===== src/rtl/pipeline_hazard_unit_if.sv =====
// Hazard-unit bundle: decoded ID fields and MEM branch in; stall, flushes,
// forwarding selects and performance counters out.
interface pipeline_hazard_unit_if #(
   parameter int REG_W = 5,
   parameter int DEPTH = 3,
   parameter int CNT_W = 32
);
   logic             id_valid;
   logic [REG_W-1:0] id_rs1;
   logic [REG_W-1:0] id_rs2;
   logic             id_rs1_used;
   logic             id_rs2_used;
   logic [REG_W-1:0] id_rd;
   logic             id_regwrite;
   logic             id_memread;
   logic             branch_taken;
   logic             stall;
   logic             flush_ifid;
   logic             flush_idex;
   logic             flush_exmem;
   logic [DEPTH-2:0] fwd_a;
   logic [DEPTH-2:0] fwd_b;
   logic [CNT_W-1:0] stall_count;
   logic [CNT_W-1:0] flush_count;
   logic [CNT_W-1:0] retire_count;

   modport master (
      output id_valid, id_rs1, id_rs2, id_rs1_used, id_rs2_used,
      output id_rd, id_regwrite, id_memread, branch_taken,
      input  stall, flush_ifid, flush_idex, flush_exmem,
      input  fwd_a, fwd_b, stall_count, flush_count, retire_count
   );

   modport slave (
      input  id_valid, id_rs1, id_rs2, id_rs1_used, id_rs2_used,
      input  id_rd, id_regwrite, id_memread, branch_taken,
      output stall, flush_ifid, flush_idex, flush_exmem,
      output fwd_a, fwd_b, stall_count, flush_count, retire_count
   );
endinterface


===== src/rtl/pipeline_hazard_unit.sv =====
// Hazard/interlock controller: shadow pipeline of in-flight regs, load-use or
// full interlock stall, MEM-resolved branch flush, EX forwarding, perf counters.
// Ports: clk, reset (sync, active-high), hz (slave side of the bundle).
module pipeline_hazard_unit #(
   parameter int REG_W    = 5,
   parameter int DEPTH    = 3,
   parameter int ZERO_REG = 31,
   parameter int FWD_EN   = 1,
   parameter int CNT_W    = 32
) (
   input  logic                  clk,
   input  logic                  reset,
   pipeline_hazard_unit_if.slave hz
);

   localparam logic [REG_W-1:0] ZR = REG_W'(ZERO_REG);

   typedef struct packed {
      logic             valid;
      logic [REG_W-1:0] rd;
      logic [REG_W-1:0] rs1;
      logic [REG_W-1:0] rs2;
      logic             rs1_used;
      logic             rs2_used;
      logic             regwrite;
      logic             memread;
   } entry_t;

   entry_t           ent_q [DEPTH];
   entry_t           ent_d [DEPTH];
   entry_t           id_ent;
   logic             hazard;
   logic             stall;
   logic             flush;
   logic [DEPTH-2:0] fwd_a;
   logic [DEPTH-2:0] fwd_b;
   logic [CNT_W-1:0] stall_cnt_q, stall_cnt_d;
   logic [CNT_W-1:0] flush_cnt_q, flush_cnt_d;
   logic [CNT_W-1:0] retire_cnt_q, retire_cnt_d;
   logic             unused_bits;

   function automatic logic hit(input logic             used,
                                input logic [REG_W-1:0] src,
                                input entry_t           e);
      return used && (src != ZR) && e.valid && e.regwrite && (e.rd == src);
   endfunction

   function automatic logic [CNT_W-1:0] sat_inc(input logic [CNT_W-1:0] c,
                                                input logic             en);
      return (en && (c != '1)) ? c + CNT_W'(1) : c;
   endfunction

   always_comb begin
      id_ent          = '0;
      id_ent.valid    = hz.id_valid;
      id_ent.rd       = hz.id_rd;
      id_ent.rs1      = hz.id_rs1;
      id_ent.rs2      = hz.id_rs2;
      id_ent.rs1_used = hz.id_rs1_used;
      id_ent.rs2_used = hz.id_rs2_used;
      id_ent.regwrite = hz.id_regwrite;
      id_ent.memread  = hz.id_memread;
   end

   // With forwarding only a load in EX needs a bubble; without it every
   // producer still ahead of WB does (WB is covered by write-first regfile).
   always_comb begin
      hazard = 1'b0;
      if (FWD_EN != 0) begin
         hazard = ent_q[0].memread &&
                  (hit(id_ent.rs1_used, id_ent.rs1, ent_q[0]) ||
                   hit(id_ent.rs2_used, id_ent.rs2, ent_q[0]));
      end else begin
         for (int j = 0; j < DEPTH-1; j++) begin
            hazard = hazard |
                     hit(id_ent.rs1_used, id_ent.rs1, ent_q[j]) |
                     hit(id_ent.rs2_used, id_ent.rs2, ent_q[j]);
         end
      end
   end

   assign stall = !reset && !hz.branch_taken && hz.id_valid && hazard;
   assign flush = !reset && hz.branch_taken;

   // Scan oldest to youngest so the youngest producer overwrites the select.
   always_comb begin
      fwd_a = '0;
      fwd_b = '0;
      if ((FWD_EN != 0) && !reset && ent_q[0].valid) begin
         for (int k = DEPTH-1; k >= 1; k--) begin
            if (hit(ent_q[0].rs1_used, ent_q[0].rs1, ent_q[k])) begin
               fwd_a        = '0;
               fwd_a[k-1]   = 1'b1;
            end
            if (hit(ent_q[0].rs2_used, ent_q[0].rs2, ent_q[k])) begin
               fwd_b        = '0;
               fwd_b[k-1]   = 1'b1;
            end
         end
      end
   end

   // A taken branch in MEM squashes both the ID and the EX instruction.
   always_comb begin
      ent_d[0] = (stall || hz.branch_taken || !hz.id_valid) ? '0 : id_ent;
      for (int i = 1; i < DEPTH; i++) begin
         ent_d[i] = ent_q[i-1];
      end
      if (hz.branch_taken) begin
         ent_d[1] = '0;
      end
      stall_cnt_d  = sat_inc(stall_cnt_q, stall);
      flush_cnt_d  = sat_inc(flush_cnt_q, hz.branch_taken);
      retire_cnt_d = sat_inc(retire_cnt_q, ent_q[DEPTH-1].valid);
   end

   always_comb begin
      unused_bits = 1'b0;
      for (int i = 0; i < DEPTH; i++) begin
         unused_bits = unused_bits ^ (^ent_q[i]);
      end
   end

   always_ff @(posedge clk) begin
      if (reset) begin
         for (int i = 0; i < DEPTH; i++) begin
            ent_q[i] <= '0;
         end
         stall_cnt_q  <= '0;
         flush_cnt_q  <= '0;
         retire_cnt_q <= '0;
      end else begin
         for (int i = 0; i < DEPTH; i++) begin
            ent_q[i] <= ent_d[i];
         end
         stall_cnt_q  <= stall_cnt_d;
         flush_cnt_q  <= flush_cnt_d;
         retire_cnt_q <= retire_cnt_d;
      end
   end

   assign hz.stall        = stall;
   assign hz.flush_ifid   = flush;
   assign hz.flush_idex   = flush;
   assign hz.flush_exmem  = flush;
   assign hz.fwd_a        = fwd_a;
   assign hz.fwd_b        = fwd_b;
   assign hz.stall_count  = stall_cnt_q;
   assign hz.flush_count  = flush_cnt_q;
   assign hz.retire_count = retire_cnt_q;

endmodule


===== src/flat_wrapper.sv =====
// flat-port wrapper written by rule: the top's interface ports become plain ports
module pipeline_hazard_unit_flat 
#(
   parameter int REG_W    = 5,
   parameter int DEPTH    = 3,
   parameter int ZERO_REG = 31,
   parameter int FWD_EN   = 1,
   parameter int CNT_W    = 32
)
  (clk, reset, hz_id_valid, hz_id_rs1, hz_id_rs2, hz_id_rs1_used, hz_id_rs2_used, hz_id_rd, hz_id_regwrite, hz_id_memread, hz_branch_taken, hz_stall, hz_flush_ifid, hz_flush_idex, hz_flush_exmem, hz_fwd_a, hz_fwd_b, hz_stall_count, hz_flush_count, hz_retire_count);
  pipeline_hazard_unit_if #(.REG_W(REG_W), .DEPTH(DEPTH), .CNT_W(CNT_W)) hz_i ();
  input  logic clk;
  input  logic reset;
  input wire logic [$bits(hz_i.id_valid)-1:0] hz_id_valid;
  input wire logic [$bits(hz_i.id_rs1)-1:0] hz_id_rs1;
  input wire logic [$bits(hz_i.id_rs2)-1:0] hz_id_rs2;
  input wire logic [$bits(hz_i.id_rs1_used)-1:0] hz_id_rs1_used;
  input wire logic [$bits(hz_i.id_rs2_used)-1:0] hz_id_rs2_used;
  input wire logic [$bits(hz_i.id_rd)-1:0] hz_id_rd;
  input wire logic [$bits(hz_i.id_regwrite)-1:0] hz_id_regwrite;
  input wire logic [$bits(hz_i.id_memread)-1:0] hz_id_memread;
  input wire logic [$bits(hz_i.branch_taken)-1:0] hz_branch_taken;
  output wire logic [$bits(hz_i.stall)-1:0] hz_stall;
  output wire logic [$bits(hz_i.flush_ifid)-1:0] hz_flush_ifid;
  output wire logic [$bits(hz_i.flush_idex)-1:0] hz_flush_idex;
  output wire logic [$bits(hz_i.flush_exmem)-1:0] hz_flush_exmem;
  output wire logic [$bits(hz_i.fwd_a)-1:0] hz_fwd_a;
  output wire logic [$bits(hz_i.fwd_b)-1:0] hz_fwd_b;
  output wire logic [$bits(hz_i.stall_count)-1:0] hz_stall_count;
  output wire logic [$bits(hz_i.flush_count)-1:0] hz_flush_count;
  output wire logic [$bits(hz_i.retire_count)-1:0] hz_retire_count;
  assign hz_i.id_valid = hz_id_valid;
  assign hz_i.id_rs1 = hz_id_rs1;
  assign hz_i.id_rs2 = hz_id_rs2;
  assign hz_i.id_rs1_used = hz_id_rs1_used;
  assign hz_i.id_rs2_used = hz_id_rs2_used;
  assign hz_i.id_rd = hz_id_rd;
  assign hz_i.id_regwrite = hz_id_regwrite;
  assign hz_i.id_memread = hz_id_memread;
  assign hz_i.branch_taken = hz_branch_taken;
  assign hz_stall = hz_i.stall;
  assign hz_flush_ifid = hz_i.flush_ifid;
  assign hz_flush_idex = hz_i.flush_idex;
  assign hz_flush_exmem = hz_i.flush_exmem;
  assign hz_fwd_a = hz_i.fwd_a;
  assign hz_fwd_b = hz_i.fwd_b;
  assign hz_stall_count = hz_i.stall_count;
  assign hz_flush_count = hz_i.flush_count;
  assign hz_retire_count = hz_i.retire_count;
  pipeline_hazard_unit #(.REG_W(REG_W), .DEPTH(DEPTH), .ZERO_REG(ZERO_REG), .FWD_EN(FWD_EN), .CNT_W(CNT_W)) u_core (.clk(clk), .reset(reset), .hz(hz_i));
endmodule

===== config.mk =====
export PLATFORM = sky130hd
export DESIGN_NAME = pipeline_hazard_unit_flat
export DESIGN_NICKNAME = d
export VERILOG_FILES = /design/src/rtl/pipeline_hazard_unit_if.sv /design/src/rtl/pipeline_hazard_unit.sv /design/src/flat_wrapper.sv
export SDC_FILE = /design/constraint.sdc
export NUM_CORES = 1
export LEC_CHECK = 0
export BUFFER_PORTS_ARGS = -buffer_cell sky130_fd_sc_hd__buf_2
export CAP_MARGIN = 20
export CORE_AREA = 2 2 135 137
export DETAILED_ROUTE_END_ITERATION = 12
export DIE_AREA = 0 0 137 139
export PLACE_DENSITY_LB_ADDON = 0.12
export REMOVE_ABC_BUFFERS = 1
export SLEW_MARGIN = 20
export SYNTH_ARGS = -nofsm -noshare
export SYNTH_HDL_FRONTEND = slang
export SYNTH_SLANG_ARGS = --single-unit
export TNS_END_PERCENT = 50

===== constraint.sdc =====
create_clock -name clk -period 1.8 [get_ports clk]
set_input_delay 0.36 -clock clk [delete_from_list [all_inputs] [get_ports clk]]
set_output_delay 0.36 -clock clk [all_outputs]
set_load 0.01 [all_outputs]

# == Yosys cells after proc, flatten, opt, wreduce, memory -nomap -nowiden ==
# Memories as Yosys holds them, arrays and structs flattened.
# Cells that the tools add are included.
# word_totals
reg_bits,96
ram_bits,60
inputBits,23
out_inout_bits,104
elab_cells,74
mem_count,1
# op_classes
add_sub_neg,3
eq_ne,13
mux,14
bitwise,3
reduce_logical,37
# memory_table
name,depth,width,read_ports,rd_clocked_by_memory_dff,write_ports,line_no,source
u_core.ent_q,3,20,3,0,3,pipeline_hazard_unit.sv:29,entry_t ent_q [DEPTH];
# op_table
operator,n
20-bit two-way mux,5
"32-bit by 1-bit adder with 32-bit output, second input constant",3
"32-bit inequality test, second input constant",3
1-bit logical AND,31
5-bit equality test,6
"5-bit inequality test, second input constant",4
2-bit two-way mux,6
1-bit logical NOT,3
1-bit logical OR,3
1-bit two-way mux,3
1-bit OR,3

# == Longest topological paths before layout ==
# Gate-level depths: netlist of the first run.
# depth
word_depth,12
mapped_depth,9
ltp_nobuf,7

# == Worst setup path before layout of the first run ==
# No wires, ideal clock.
# synth_path
path_type,reg2reg
start,"register u_core.retire_cnt_q[0], in the netlist u_core.hz.retire_count[0]"
end,"register u_core.retire_cnt_q[30], in the netlist u_core.hz.retire_count[30]"
setup_ns,0.128
t_arrival_ns,1.891
required_time_ns,1.672
path_slack_ns,-0.219
stages_incl_launch_ff,8
path_buffers,0
synth_period_minus_slack_ns,2.019
cell_sequence,dfxtp_1 ha_1 and4_2 nand3_1 nor3_2 or4b_1 xnor2_1 nor2_1
# synth_between
elab_chain_cells,2
word_cells_on_any_way,3
classes_between,add/sub (1); eq/ne (1); reduce/logical (1)
# synth_lines
element,line_no,source
start: declaration,pipeline_hazard_unit.sv:39,"logic [CNT_W-1:0] retire_cnt_q, retire_cnt_d;"
start signal: assignment,pipeline_hazard_unit.sv:138,retire_cnt_q <= retire_cnt_d;
"parallel branches: the longest is 2 deep, another holds 32-bit by 1-bit adder with 32-bit output",n/a,
# Parallel ways; which one is timed is not known.
# A chain may end at the register's enable or synchronous reset.

==> impl_results.rst, run 1 <==
.. list-table::
   :header-rows: 1

   * - Metric
     - Value
   * - Run status
     - finished with violations
   * - Violations in the final reports
     - negative setup slack
   * - Library cell with the highest instance count after synthesis
     - dfxtp_1
   * - First-pass GRT wire length
     - 29.54 mm
   * - Layout cells sized above 1
     - 47.48%
   * - Highest Signal Layer
     - met4
   * - Yosys synthesis warning count
     - 0
   * - Routability cong.
     - 0.8408
   * - CTS tree
     - built
   * - GRT Residual Overflow
     - 0
   * - I/O Pins
     - 127
   * - Launching instance or port of the critical path
     - u_core.ent_q[0][14]
   * - Cell-by-cell trace of the critical path
     - xnor2_2 > nand4_1 > or3_4 > buf_6 > a21oi_2 > buf_2
   * - Hold_buf cts
     - 0
   * - Number of distinct standard cells referenced by the synthesized netlist
     - 57
   * - Leakage Power
     - 0.004043 uW
   * - Worst EP arrival
     - 1.86 ns
   * - Core Footprint
     - 17,660 um2
   * - Amount of wire on met3 after detailed routing
     - 755 um
   * - Synthesized instance count
     - 710
   * - Met1 wire length
     - 7.959 mm
   * - Normalized max-slew margin
     - 62.36%
   * - Vert. Die Dim
     - 139 um
   * - VDD IR max
     - 643.0 uV
   * - Portion of the clock cycle consumed by the worst path in the final layout
     - 123.3%
   * - Nets
     - 1,045
   * - Number of design-rule violations left by the first detailed-router iteration
     - 229
   * - Count of placed standard cells including taps
     - 1,206
   * - Fraction of the yosys area taken by sequential cells
     - 41.97%
   * - Number of inserted filler cells in the final layout
     - 1,625
   * - Buffering stage count on the worst path with inverters included
     - 2
   * - Total power divided by cell area
     - 702.3 nW/um2
   * - Reg-to-reg critical path endpoint
     - u_core.hz.stall_count[13]
   * - Count of flip-flops with a built-in enable after synthesis
     - 0
   * - Via total after detailed routing
     - 6,222
   * - Count of antenna-violating nets left after detailed routing
     - 0
   * - Worst setup slack after placement
     - -0.4103 ns
   * - Area of the mapped netlist
     - 6201 um2
   * - Nature of the critical path endpoint
     - primary output
   * - HPWL after DPL
     - 12.64 mm
   * - Largest cells by area after synthesis
     - dfxtp_1, xnor2_1, xor2_1
   * - CTS Sinks
     - 130
   * - Total setup violations reported at the end of the flow
     - 52
   * - Share of synthesized registers carrying an async set or reset
     - 0%
   * - Syn_area_per_cell
     - 8.734 um2
   * - Hold Crit Class
     - primary input to flop
   * - Kind of critical path
     - flop to primary output
   * - Max-cap viol count
     - 0
   * - Total area of multi-input combinational cells
     - 3921 um2
   * - Clock root cell
     - clkbuf_16
   * - Worst-Margin Slew
     - 0.5647 ns
   * - Tmin final
     - 2.220 ns
   * - DRC Markers
     - 0
   * - Critical Path Source Type
     - flop
   * - WL met2
     - 9.115 mm
   * - Number of global-route vias before repair
     - 6,273
   * - Peak fanout along the critical path
     - 3
   * - Post-synth top area cell
     - dfxtp_1
   * - Most common library cells after synthesis
     - dfxtp_1, nor2_1, nand3_1, nand2_1, xnor2_1
   * - Final hold violation count
     - 0
   * - Die span in x
     - 137 um
   * - Biggest cell delay along the critical path
     - 0.41 ns
   * - Reg2Reg Launch Point
     - u_core.ent_q[0][14]
   * - Critical path's top delay family
     - simple AND/OR/NAND/NOR gates
   * - Number of antenna violations at the first check in global routing
     - 0
   * - Post-synthesis register bit count
     - 130
   * - Port Buf Inserts
     - 126
   * - Area overhead of the layout relative to synthesis
     - 56.11%
   * - Antenna diode count
     - 0
   * - Unrepaired setup endpoints after global routing
     - yes
   * - Critical Path Stages
     - 6
   * - Via density
     - 4.934
   * - Routed wire length
     - 18.06 mm
   * - Min Hold Slack
     - 0.1275 ns
   * - Cell depth of the worst flop-to-flop path
     - 7
   * - Clk slew on worst S/H paths
     - 0.06 ns
   * - # H-tree levels
     - 4
   * - Total area of sequential cells
     - 2680 um2
   * - Total number of placement rows
     - 49
   * - Clock network latency to the later pin of the worst-skew pair
     - 0.42 ns
   * - Count of placed standard cells in the final layout, fillers left out
     - 1,261
   * - Pin count of the biggest net entering global routing
     - 111
   * - Post-synth top flop
     - dfxtp_1
   * - Minimum setup slack in the final design
     - -0.4200 ns
   * - Maximum clock frequency
     - 450.5 MHz
   * - Number of iterations in the first detailed-routing pass
     - 4
   * - Die area
     - 19,040 um2
   * - Maximum clock skew at final layout
     - 0.01002 ns
   * - Global-route total usage across every layer
     - 19.01%
   * - Initial Utilization
     - 35.12%
   * - Setup slack of the most critical reg-to-reg path
     - -0.33 ns
   * - CP Data Required Time
     - 1.44 ns
   * - Slowest cell on the critical path
     - or3_4
   * - Summed negative setup slack over all endpoints
     - -8.116 ns
   * - Start point of the worst hold path
     - hz_id_rd[3]
   * - Cts bufs inserted
     - 17
   * - Wire length per cell
     - 14.32 um
   * - Critical path capture point
     - hz_stall
   * - Number of max-slew violations in the final report
     - 0
   * - Share of the synthesized area in the top cell type
     - 41.97%
   * - Clock buffer depth
     - 2
placed cells by master, fill, tap and decap left out, types with 8 or more instances in the layout:
| cell | netlist | layout |
|---|---|---|
| nand2_1 | 45 | 42 |
| and4_1 | 14 | 9 |
| nand3_2 | 0 | 12 |
| and2_1 | 32 | 32 |
| dfxtp_2 | 0 | 38 |
| xnor2_2 | 0 | 10 |
| xnor2_1 | 44 | 34 |
| or3_1 | 25 | 23 |
| nand3_1 | 47 | 34 |
| buf_4 | 3 | 176 |
| a21oi_1 | 33 | 31 |
| a2111oi_4 | 1 | 8 |
| o21ai_0 | 27 | 25 |
| dfxtp_1 | 130 | 84 |
| nor3_1 | 13 | 9 |
| xor2_1 | 42 | 41 |
| nor2_1 | 90 | 88 |
| clkbuf_16 | 0 | 17 |
| nand4_1 | 32 | 32 |
| buf_6 | 2 | 12 |
| buf_2 | 5 | 127 |
| and3_1 | 16 | 14 |
| dfxtp_4 | 0 | 8 |
| inv_6 | 0 | 8 |
| nor2b_1 | 13 | 13 |
power breakdown:
part / internal (uW) / total, uW / leakage (uW) / switching, uW
combinational: 99.9 / 226 / 0.00267 / 126
clock: 2220 / 3670 / 0.000295 / 1440
sequential: 2890 / 2910 / 0.00107 / 19.3
routing by layer:
layer | track usage (%) | vias to the layer above
met4 | 6.403 | 0
met5 | 0 | -
met1 | 22.70 | 2957
li1 | - | 3139
met3 | 4.861 | 17
met2 | 32.86 | 109
logic make-up after synthesis:
logic type      count (synthesis)  synth area share (%)
buf+inv                        35                 2.865
xor+xnor                       86                 12.15
compound gates                 85                 9.242
simple gates                  364                 31.92
mux                             7                 1.251
flops                         130                 41.97
fa+ha+maj                       3                0.6054
through the flow:
stage | util [%] | power (uW) | area, um2
6_report | 54.83 | 6799 | 9681
3_3_place_gp | 46.73 | 3181 | 8250
4_1_cts | 52.27 | 6896 | 9229
5_1_grt | 54.83 | 7043 | 9681
3_5_place_dp | 46.73 | 3188 | 8250
2_1_floorplan | - | 3043 | 6050
how the worst min path moves through the flow:
stage	endpoint	slack, ns	cells after the start
2_1_floorplan	u_core.hz.flush_count[12]	0.43	1
3_3_place_gp	u_core.ent_q[0][41]	0.45	1
3_5_place_dp	u_core.ent_q[0][41]	0.45	1
4_1_cts	u_core.ent_q[0][14]	0.11	2
5_1_grt	u_core.ent_q[0][17]	0.12	2
6_report	u_core.ent_q[0][17]	0.13	2
what timing repair did:
item                                    4_1_cts  5_1_grt
gates cloned                                  1        2
setup buffers                                 4       17
gates resized for setup                      78       88
hold endpoints to repair                      0        0
pin swaps                                    32       50
endpoints found under the setup margin       77      104
state kept, by name, summed over array words and instances, names as in the netlist:
| signal | count |
|---|---|
| u_core.hz.retire_count | 32 |
| u_core.hz.stall_count | 32 |
| u_core.ent_q | 34 |
| u_core.hz.flush_count | 32 |
worst register-to-register path: stages, from the launching register on:
cell      delay (ns)
dfxtp_4         0.36
xnor2_2         0.14
nand4_1         0.14
nor3_1          0.26
o211ai_1        0.24
buf_4           0.22
nor4b_2         0.28
mux2_2          0.37
layout make-up:
type | instances | area share (%)
multi-input combinational | 545 | 40.51
clock inverter | 15 | 2.003
sequential | 130 | 27.69
tap | 229 | 2.960
timing repair buffer | 318 | 22.18
inverter | 7 | 0.2714
clock buffer | 17 | 4.394
Power figures use the tool's default switching activity.
==> run 2: changes to the inputs <==
--- a/config.mk
+++ b/config.mk
@@ -10,7 +10,7 @@
 export CORE_AREA = 2 2 135 137
 export DETAILED_ROUTE_END_ITERATION = 12
 export DIE_AREA = 0 0 137 139
-export PLACE_DENSITY_LB_ADDON = 0.12
+export PLACE_DENSITY_LB_ADDON = 0.3
 export REMOVE_ABC_BUFFERS = 1
 export SLEW_MARGIN = 20
 export SYNTH_ARGS = -nofsm -noshare
==> run 2 against run 1 <==
Against the previous run: the run still ends with negative setup slack left; die area unchanged; sequential power about the same; setup slack improved by 0.027 ns; utilization increased by 0.74 points; via count increased by 0.66%; non-clock buffer count unchanged; worst hold slack improved by 0.017 ns; cell count decreased by 0.32%; critical path type unchanged; critical endpoint is now hz_fwd_b[1]; largest power group unchanged; highest routed layer unchanged.
==> impl_results.rst, run 2 (same netlist as run 1, synthesis figures left out) <==
.. list-table::
   :header-rows: 1

   * - Metric
     - Value
   * - Number of iterations in the first detailed-routing pass
     - 5 (+1)
   * - Number of max-slew violations in the final report
     - 0 (unchanged)
   * - Peak fanout along the critical path
     - 3 (unchanged)
   * - # H-tree levels
     - 4 (unchanged)
   * - Internal Pwr Total
     - 4923 uW (-5.5%)
   * - Final hold violation count
     - 0 (unchanged)
   * - Leakage Power
     - 0.004125 uW (+2.0%)
   * - Most common cell after layout, fill and taps aside
     - buf_4
   * - Max-cap viol count
     - 0 (unchanged)
   * - Total number of placement rows
     - 49 (unchanged)
   * - Final core utilization
     - 55.56% (+0.74 points)
   * - Maximum clock skew at final layout
     - 0.008094 ns (-0.001930 ns)
   * - Critical path's top delay family
     - simple AND/OR/NAND/NOR gates
   * - Antenna diode count
     - 0 (unchanged)
   * - Nets
     - 1,045 (unchanged)
   * - Global-route total usage across every layer
     - 18.53% (-0.49 points)
   * - Initial Utilization
     - 35.12% (unchanged)
   * - Clk slew on worst S/H paths
     - 0.05 ns (about the same)
   * - Number of antenna violations at the first check in global routing
     - 0 (unchanged)
   * - Die span in x
     - 137 um (unchanged)
   * - DRC Markers
     - 0 (unchanged)
   * - Net switching share of the total power
     - 21.86% (-1.5 points)
   * - Core Footprint
     - 17,660 um2 (unchanged)
   * - Commonest non-fill, non-tap cells in the layout
     - buf_4, buf_2, nor2_1, dfxtp_1, xor2_1
   * - Clock network fraction of total power
     - 50.0% (-3.9 points)
   * - Cts bufs inserted
     - 17 (unchanged)
   * - GRT Residual Overflow
     - 0 (unchanged)
   * - Die area
     - 19,040 um2 (unchanged)
   * - Hold Crit Class
     - primary input to flop
   * - Wire length per cell
     - 14.20 um (-0.84%)
   * - Vert. Die Dim
     - 139 um (unchanged)
   * - Final standard cell area without fillers
     - 9811 um2 (+1.3%)
   * - Via density
     - 4.982 (+0.98%)
   * - Routed wire length
     - 17.85 mm (-1.2%)
   * - Worst EP arrival
     - 1.83 ns (-0.03 ns)
   * - Placed standard-cell area
     - 8215 um2 (-0.42%)
   * - CP Data Required Time
     - 1.44 ns (about the same)
   * - Layout cells sized above 1
     - 49.51% (+2.0 points)
   * - Count of antenna-violating nets left after detailed routing
     - 0 (unchanged)
   * - Minimum setup slack in the final design
     - -0.3934 ns (+0.02661 ns)
   * - Area overhead of the layout relative to synthesis
     - 58.21%
   * - CTS tree
     - built
   * - Maximum clock frequency
     - 455.9 MHz (+1.2%)
   * - Worst-Margin Slew
     - 0.5643 ns (-0.0003967 ns)
   * - Clock network latency to the later pin of the worst-skew pair
     - 0.41 ns (about the same)
   * - Proportion of power drawn by flip-flops and latches
     - 46.2% (+3.4 points)
   * - Total area of sequential cells
     - 2675 um2 (-0.19%)
   * - Normalized max-slew margin
     - 62.38% (about the same)
   * - Tmin final
     - 2.193 ns (-0.02661 ns)
   * - Pin count of the biggest net entering global routing
     - 48 (-57%)
   * - Port Buf Inserts
     - 126 (unchanged)
   * - I/O Pins
     - 127 (unchanged)
   * - Via total after detailed routing
     - 6,263 (+0.66%)
   * - Hold_buf cts
     - 0 (unchanged)
   * - Clock root cell
     - clkbuf_16
   * - VDD IR max
     - 618.0 uV (-3.9%)
   * - Biggest cell delay along the critical path
     - 0.51 ns (+0.10 ns)
   * - Total setup violations reported at the end of the flow
     - 55 (+5.8%)
   * - Clock buffer depth
     - 2 (unchanged)
   * - Number of inserted filler cells in the final layout
     - 1,568 (-3.5%)
   * - First-pass GRT wire length
     - 28.79 mm (-2.5%)
   * - Portion of the clock cycle consumed by the worst path in the final layout
     - 121.9% (-1.5 points)
   * - Number of flip-flops under the largest register name
     - 34 (unchanged)
   * - Number of global-route vias before repair
     - 5,963 (-4.9%)
   * - Register with the most flip-flops
     - u_core.ent_q
   * - Unrepaired setup endpoints after global routing
     - yes
   * - Run status
     - finished with violations
   * - Total power divided by cell area
     - 642.1 nW/um2 (-8.6%)
   * - Critical Path Source Type
     - flop
   * - Part of the power in combinational logic
     - 3.8% (+0.5 points)
   * - Violations in the final reports
     - negative setup slack
   * - Number of design-rule violations left by the first detailed-router iteration
     - 245 (+7.0%)
   * - Nature of the critical path endpoint
     - primary output
   * - Cell-by-cell trace of the critical path
     - xnor2_2 > nand4_1 > or4_4 > nor4b_4 > buf_2
   * - Switching power
     - 1377 uW (-13%)
   * - Worst setup slack after placement
     - -0.4365 ns (-0.02624 ns)
   * - Kind of critical path
     - flop to primary output
   * - HPWL after DPL
     - 12.36 mm (-2.2%)
   * - Buffering stage count on the worst path with inverters included
     - 1 (-1)
   * - Routability cong.
     - 0.8218 (-2.3%)
   * - Slowest cell on the critical path
     - or4_4
   * - CTS Sinks
     - 130 (unchanged)
   * - Total area of multi-input combinational cells
     - 4078 um2 (+4.0%)
==> run 2: cell count changes in the layout (fill, tap and decap cells not counted), sizes merged <==
cell,previous run,this run
bufinv,3,1
clkbuf,17,21
clkinv,0,5
clkinvlp,3,1
inv,16,7
==> run 2: final timing paths <==
kind | start | endpoint | slack (ns) | cells after the start
max | u_core.ent_q[0][36] | hz_fwd_b[1] | -0.39 | 5
min | hz_id_rd[4] | u_core.ent_q[0][18] | 0.14 | 2
max reg2reg | u_core.ent_q[0][16] | u_core.hz.stall_count[31] | -0.26 | 9
min reg2reg | u_core.ent_q[0][21] | u_core.ent_q[0][41] | 0.46 | 1
==> run 2: power by group through the flow <==
stage	Combinational [uW]	Sequential, uW	Clock (uW)
after CTS	227	2920	3200
after detailed placement	210	2980	0
after floorplan	64.7	2980	0
after global placement	208	2980	0
after global routing	260	2910	3320
final	237	2910	3150
==> run 2: what timing repair did <==
item / 4_1_cts / 5_1_grt
endpoints found under the setup margin: 99 / 85
resized for setup: 129 / 81
buffers inserted: 15 / 8
gates cloned: 4 / 1
pin swaps: 85 / 34
==> run 2: stage by stage <==
stage               hold WS, ns  power [uW]  cells  setup TNS (ns)
finish                   0.1446        6300   1257          -6.031
global placement         0.4539        3187   1203          -12.70
detailed placement       0.4607        3189   1203          -15.32
floorplan                0.4291        3043    682          -19.27
CTS                      0.1284        6347   1250          -6.938
global route             0.1392        6496   1257          -11.82
==> run 2: metal layers <==
metal / vias up / GRT usage (%) / wire length, um / share of wire (%)
met1: 2973 / 24.79 / 8389 / 47
met4: 0 / 5.046 / 152 / 0.85
met5: - / 0 / 0 / 0
met2: 142 / 30.35 / 8645 / 48
li1: 3133 / - / - / -
met3: 15 / 3.545 / 662 / 3.7
==> run 2: area by class of cell <==
type / instances / area share, %
clock buffer: 21 / 4.693
clock inverter: 7 / 0.6377
inverter: 7 / 0.2678
multi-input combinational: 545 / 41.56
sequential: 130 / 27.27
tap: 229 / 2.921
timing repair buffer: 318 / 22.65
==> run 2: worst reg2reg max path: stages (launching register included) <==
cell       delay (ns)
dfxtp_4          0.36
xnor2_2          0.13
nand3_2          0.11
or3_4            0.41
buf_6            0.14
buf_12           0.12
buf_16           0.13
a2111oi_4        0.30
xnor2_1          0.16
nor2_1           0.06
==> run 3: changes to the inputs <==
--- a/config.mk
+++ b/config.mk
@@ -7,9 +7,9 @@
 export LEC_CHECK = 0
 export BUFFER_PORTS_ARGS = -buffer_cell sky130_fd_sc_hd__buf_2
 export CAP_MARGIN = 20
-export CORE_AREA = 2 2 135 137
+export CORE_AREA = 2 2 115 117
 export DETAILED_ROUTE_END_ITERATION = 12
-export DIE_AREA = 0 0 137 139
+export DIE_AREA = 0 0 117 119
 export PLACE_DENSITY_LB_ADDON = 0.3
 export REMOVE_ABC_BUFFERS = 1
 export SLEW_MARGIN = 20
==> run 3 against run 2 <==
Against the previous run: clock skew is 0.00061 ns lower; sequential power hardly changed; the run still ends with negative setup slack left; register-to-register slack got worse by 0.16 ns; cell count fell by 3.0%; power rose by 7.6%; die area decreased by 27%; utilization increased by 23 points; non-clock buffer count is 11 higher.
==> impl_results.rst, run 3 (same netlist as run 1, synthesis figures left out) <==
.. list-table::
   :header-rows: 1

   * - Metric
     - Value
   * - Commonest non-fill, non-tap cells in the layout
     - buf_4, buf_2, nor2_1, dfxtp_1, dfxtp_2
   * - Port Buf Inserts
     - 126 (unchanged)
   * - Global-route total usage across every layer
     - 28.20% (+9.7 points)
   * - Area overhead of the layout relative to synthesis
     - 62.33%
   * - Kind of critical path
     - flop to primary output
   * - Number of max-slew violations in the final report
     - 0 (unchanged)
   * - Normalized max-slew margin
     - 64.75% (+2.4 points)
   * - I/O Pins
     - 127 (unchanged)
   * - Clock network latency to the later pin of the worst-skew pair
     - 0.43 ns (+0.02 ns)
   * - Setup slack of the most critical reg-to-reg path
     - -0.42 ns (-0.16 ns)
   * - Maximum clock skew at final layout
     - 0.007487 ns (-0.0006063 ns)
   * - Die span in x
     - 117 um (-15%)
   * - Number of flip-flops under the largest register name
     - 34 (unchanged)
   * - Register with the most flip-flops
     - u_core.ent_q
   * - Cell depth of the worst flop-to-flop path
     - 9 (unchanged)
   * - Worst-Margin Slew
     - 0.5288 ns (-0.03545 ns)
   * - Minimum setup slack in the final design
     - -0.4460 ns (-0.05261 ns)
   * - Antenna diode count
     - 0 (unchanged)
   * - Final hold violation count
     - 0 (unchanged)
   * - Internal Pwr Total
     - 5292 uW (+7.5%)
   * - Most common cell after layout, fill and taps aside
     - buf_4
   * - Max-cap viol count
     - 0 (unchanged)
   * - Count of placed standard cells including taps
     - 1,148 (-4.6%)
   * - Maximum clock frequency
     - 445.2 MHz (-2.3%)
   * - Worst EP arrival
     - 1.89 ns (+0.06 ns)
   * - Total setup violations reported at the end of the flow
     - 65 (+18%)
   * - Final core utilization
     - 78.18% (+23 points)
   * - Run status
     - finished with violations
   * - Count of cells along the worst hold path
     - 2 (unchanged)
   * - CP Data Required Time
     - 1.44 ns (about the same)
   * - Met3 routing resource usage after global routing
     - 6.412% (+2.9 points)
   * - Placed standard-cell area
     - 8159 um2 (-0.69%)
   * - Wire length per cell
     - 17.28 um (+22%)
   * - Nature of the critical path endpoint
     - primary output
   * - Via density
     - 5.564 (+12%)
   * - Grt peak-use layer
     - met2
   * - GR Layer Usage met1
     - 32.79% (+8.0 points)
   * - Hold Crit Class
     - primary input to flop
   * - Leakage Power
     - 0.004244 uW (+2.9%)
   * - Nets
     - 1,056 (+1.1%)
   * - Net switching share of the total power
     - 21.94% (+0.085 points)
   * - Number of design-rule violations left by the first detailed-router iteration
     - 498 (+100%)
   * - Core Footprint
     - 12,870 um2 (-27%)
   * - GRT Residual Overflow
     - 0 (unchanged)
   * - Via total after detailed routing
     - 6,782 (+8.3%)
   * - Number of global-route vias before repair
     - 6,614 (+11%)
   * - Tmin final
     - 2.246 ns (+0.05261 ns)
   * - Clock root cell
     - clkbuf_16
   * - CTS tree
     - built
   * - Die area
     - 13,920 um2 (-27%)
   * - CTS Sinks
     - 130 (unchanged)
   * - Critical Path Source Type
     - flop
   * - Portion of the clock cycle consumed by the worst path in the final layout
     - 124.8% (+2.9 points)
   * - Min Hold Slack
     - 0.1292 ns (-0.01539 ns)
   * - Proportion of power drawn by flip-flops and latches
     - 43.0% (-3.2 points)
   * - Peak fanout along the critical path
     - 3 (unchanged)
   * - Total power divided by cell area
     - 673.5 nW/um2 (+4.9%)
   * - Clock network fraction of total power
     - 53.4% (+3.4 points)
   * - Number of iterations in the first detailed-routing pass
     - 6 (+1)
   * - Part of the power in combinational logic
     - 3.6% (-0.2 points)
   * - Routability cong.
     - 0.8705 (+5.9%)
   * - Vert. Die Dim
     - 119 um (-14%)
   * - Cts bufs inserted
     - 17 (unchanged)
   * - Clk slew on worst S/H paths
     - 0.06 ns (about the same)
   * - Count of antenna-violating nets left after detailed routing
     - 0 (unchanged)
   * - Initial Utilization
     - 48.16% (+13 points)
   * - DRC Markers
     - 0 (unchanged)
   * - Final standard cell area without fillers
     - 10,070 um2 (+2.6%)
   * - Switching power
     - 1488 uW (+8.0%)
   * - # H-tree levels
     - 4 (unchanged)
   * - First-pass GRT wire length
     - 31.25 mm (+8.5%)
   * - VDD IR max
     - 545.9 uV (-12%)
   * - Met2 layer usage reported by global route
     - 48.48% (+18 points)
   * - HPWL after DPL
     - 12.28 mm (-0.63%)
   * - Total number of placement rows
     - 42 (-14%)
   * - Layout cells sized above 1
     - 51.97% (+2.5 points)
   * - Total power consumption of the routed design
     - 6780 uW (+7.6%)
   * - Number of antenna violations at the first check in global routing
     - 0 (unchanged)
   * - Routed wire length
     - 21.07 mm (+18%)
   * - Pin count of the biggest net entering global routing
     - 111 (+130%)
   * - Violations in the final reports
     - negative setup slack
   * - Unrepaired setup endpoints after global routing
     - yes
   * - Clock buffer depth
     - 2 (unchanged)
   * - Count of placed standard cells in the final layout, fillers left out
     - 1,219 (-3.0%)
## run 3: changes by cell type in the layout (fill, tap and decap cells not counted), moves of 4 or more
cell and change:
buf_4 +9, clkinv_2 -4, dfxtp_1 -11, dfxtp_2 +12
nand3_2 -5, nand3_4 +4
## run 3: layout make-up
cell class,instances,area [um2]
clock buffers,21,470.5
clock inverters,11,152.6
fillers,776,2809
inverters,7,26.28
multi-input cells,545,4199
flip-flops and latches,130,2686
well taps,176,220.2
repair buffers,329,2311
## run 3: final timing paths
| check | endpoint | startpoint |
|---|---|---|
| worst max-delay path | hz_fwd_b[1] | u_core.ent_q[0][5] |
| worst min-delay path | u_core.ent_q[0][16] | hz_id_rd[2] |
| worst max register to register | u_core.hz.stall_count[18] | u_core.ent_q[0][18] |
| worst min register to register | u_core.ent_q[0][59] | u_core.ent_q[0][39] |
## run 3: critical path: stages (launching register included)
cell	delay (ns)
dfxtp_2	0.35
xnor2_2	0.19
nand4_1	0.12
or4_4	0.49
nor4b_1	0.15
buf_2	0.16
## run 3: power groups by stage
stage	Combinational, uW	Sequential, uW	Clock (uW)
after detailed placement	210	2980	0
after floorplan	64.7	2980	0
after CTS	228	2910	3630
after global placement	203	2980	0
after global routing	264	2910	3780
final	247	2910	3620
## run 3: what timing repair did
item | 4_1_cts | 5_1_grt
resized for setup | 130 | 112
buffers inserted | 12 | 24
hold buffers | 0 | 0
pin swaps | 75 | 76
gates cloned | 5 | 1
endpoints found under the setup margin | 78 | 105
## run 3: metrics by stage
| step | TNS, ns | setup WS [ns] |
|---|---|---|
| detailed placement | -13.52 | -0.4658 |
| CTS | -6.656 | -0.4499 |
| floorplan | -19.27 | -0.6780 |
| global placement | -10.16 | -0.3801 |
| finish | -12.23 | -0.4460 |
| global route | -17.64 | -0.5258 |
## run 3: per-layer routing
layer | up-vias | routed length, um | part of all wire (%)
met4 | 0 | 612 | 2.9
met2 | 293 | 10780 | 51
li1 | 3169 | - | -
met1 | 3263 | 8359 | 40
met3 | 57 | 1313 | 6.2
met5 | - | 0 | 0
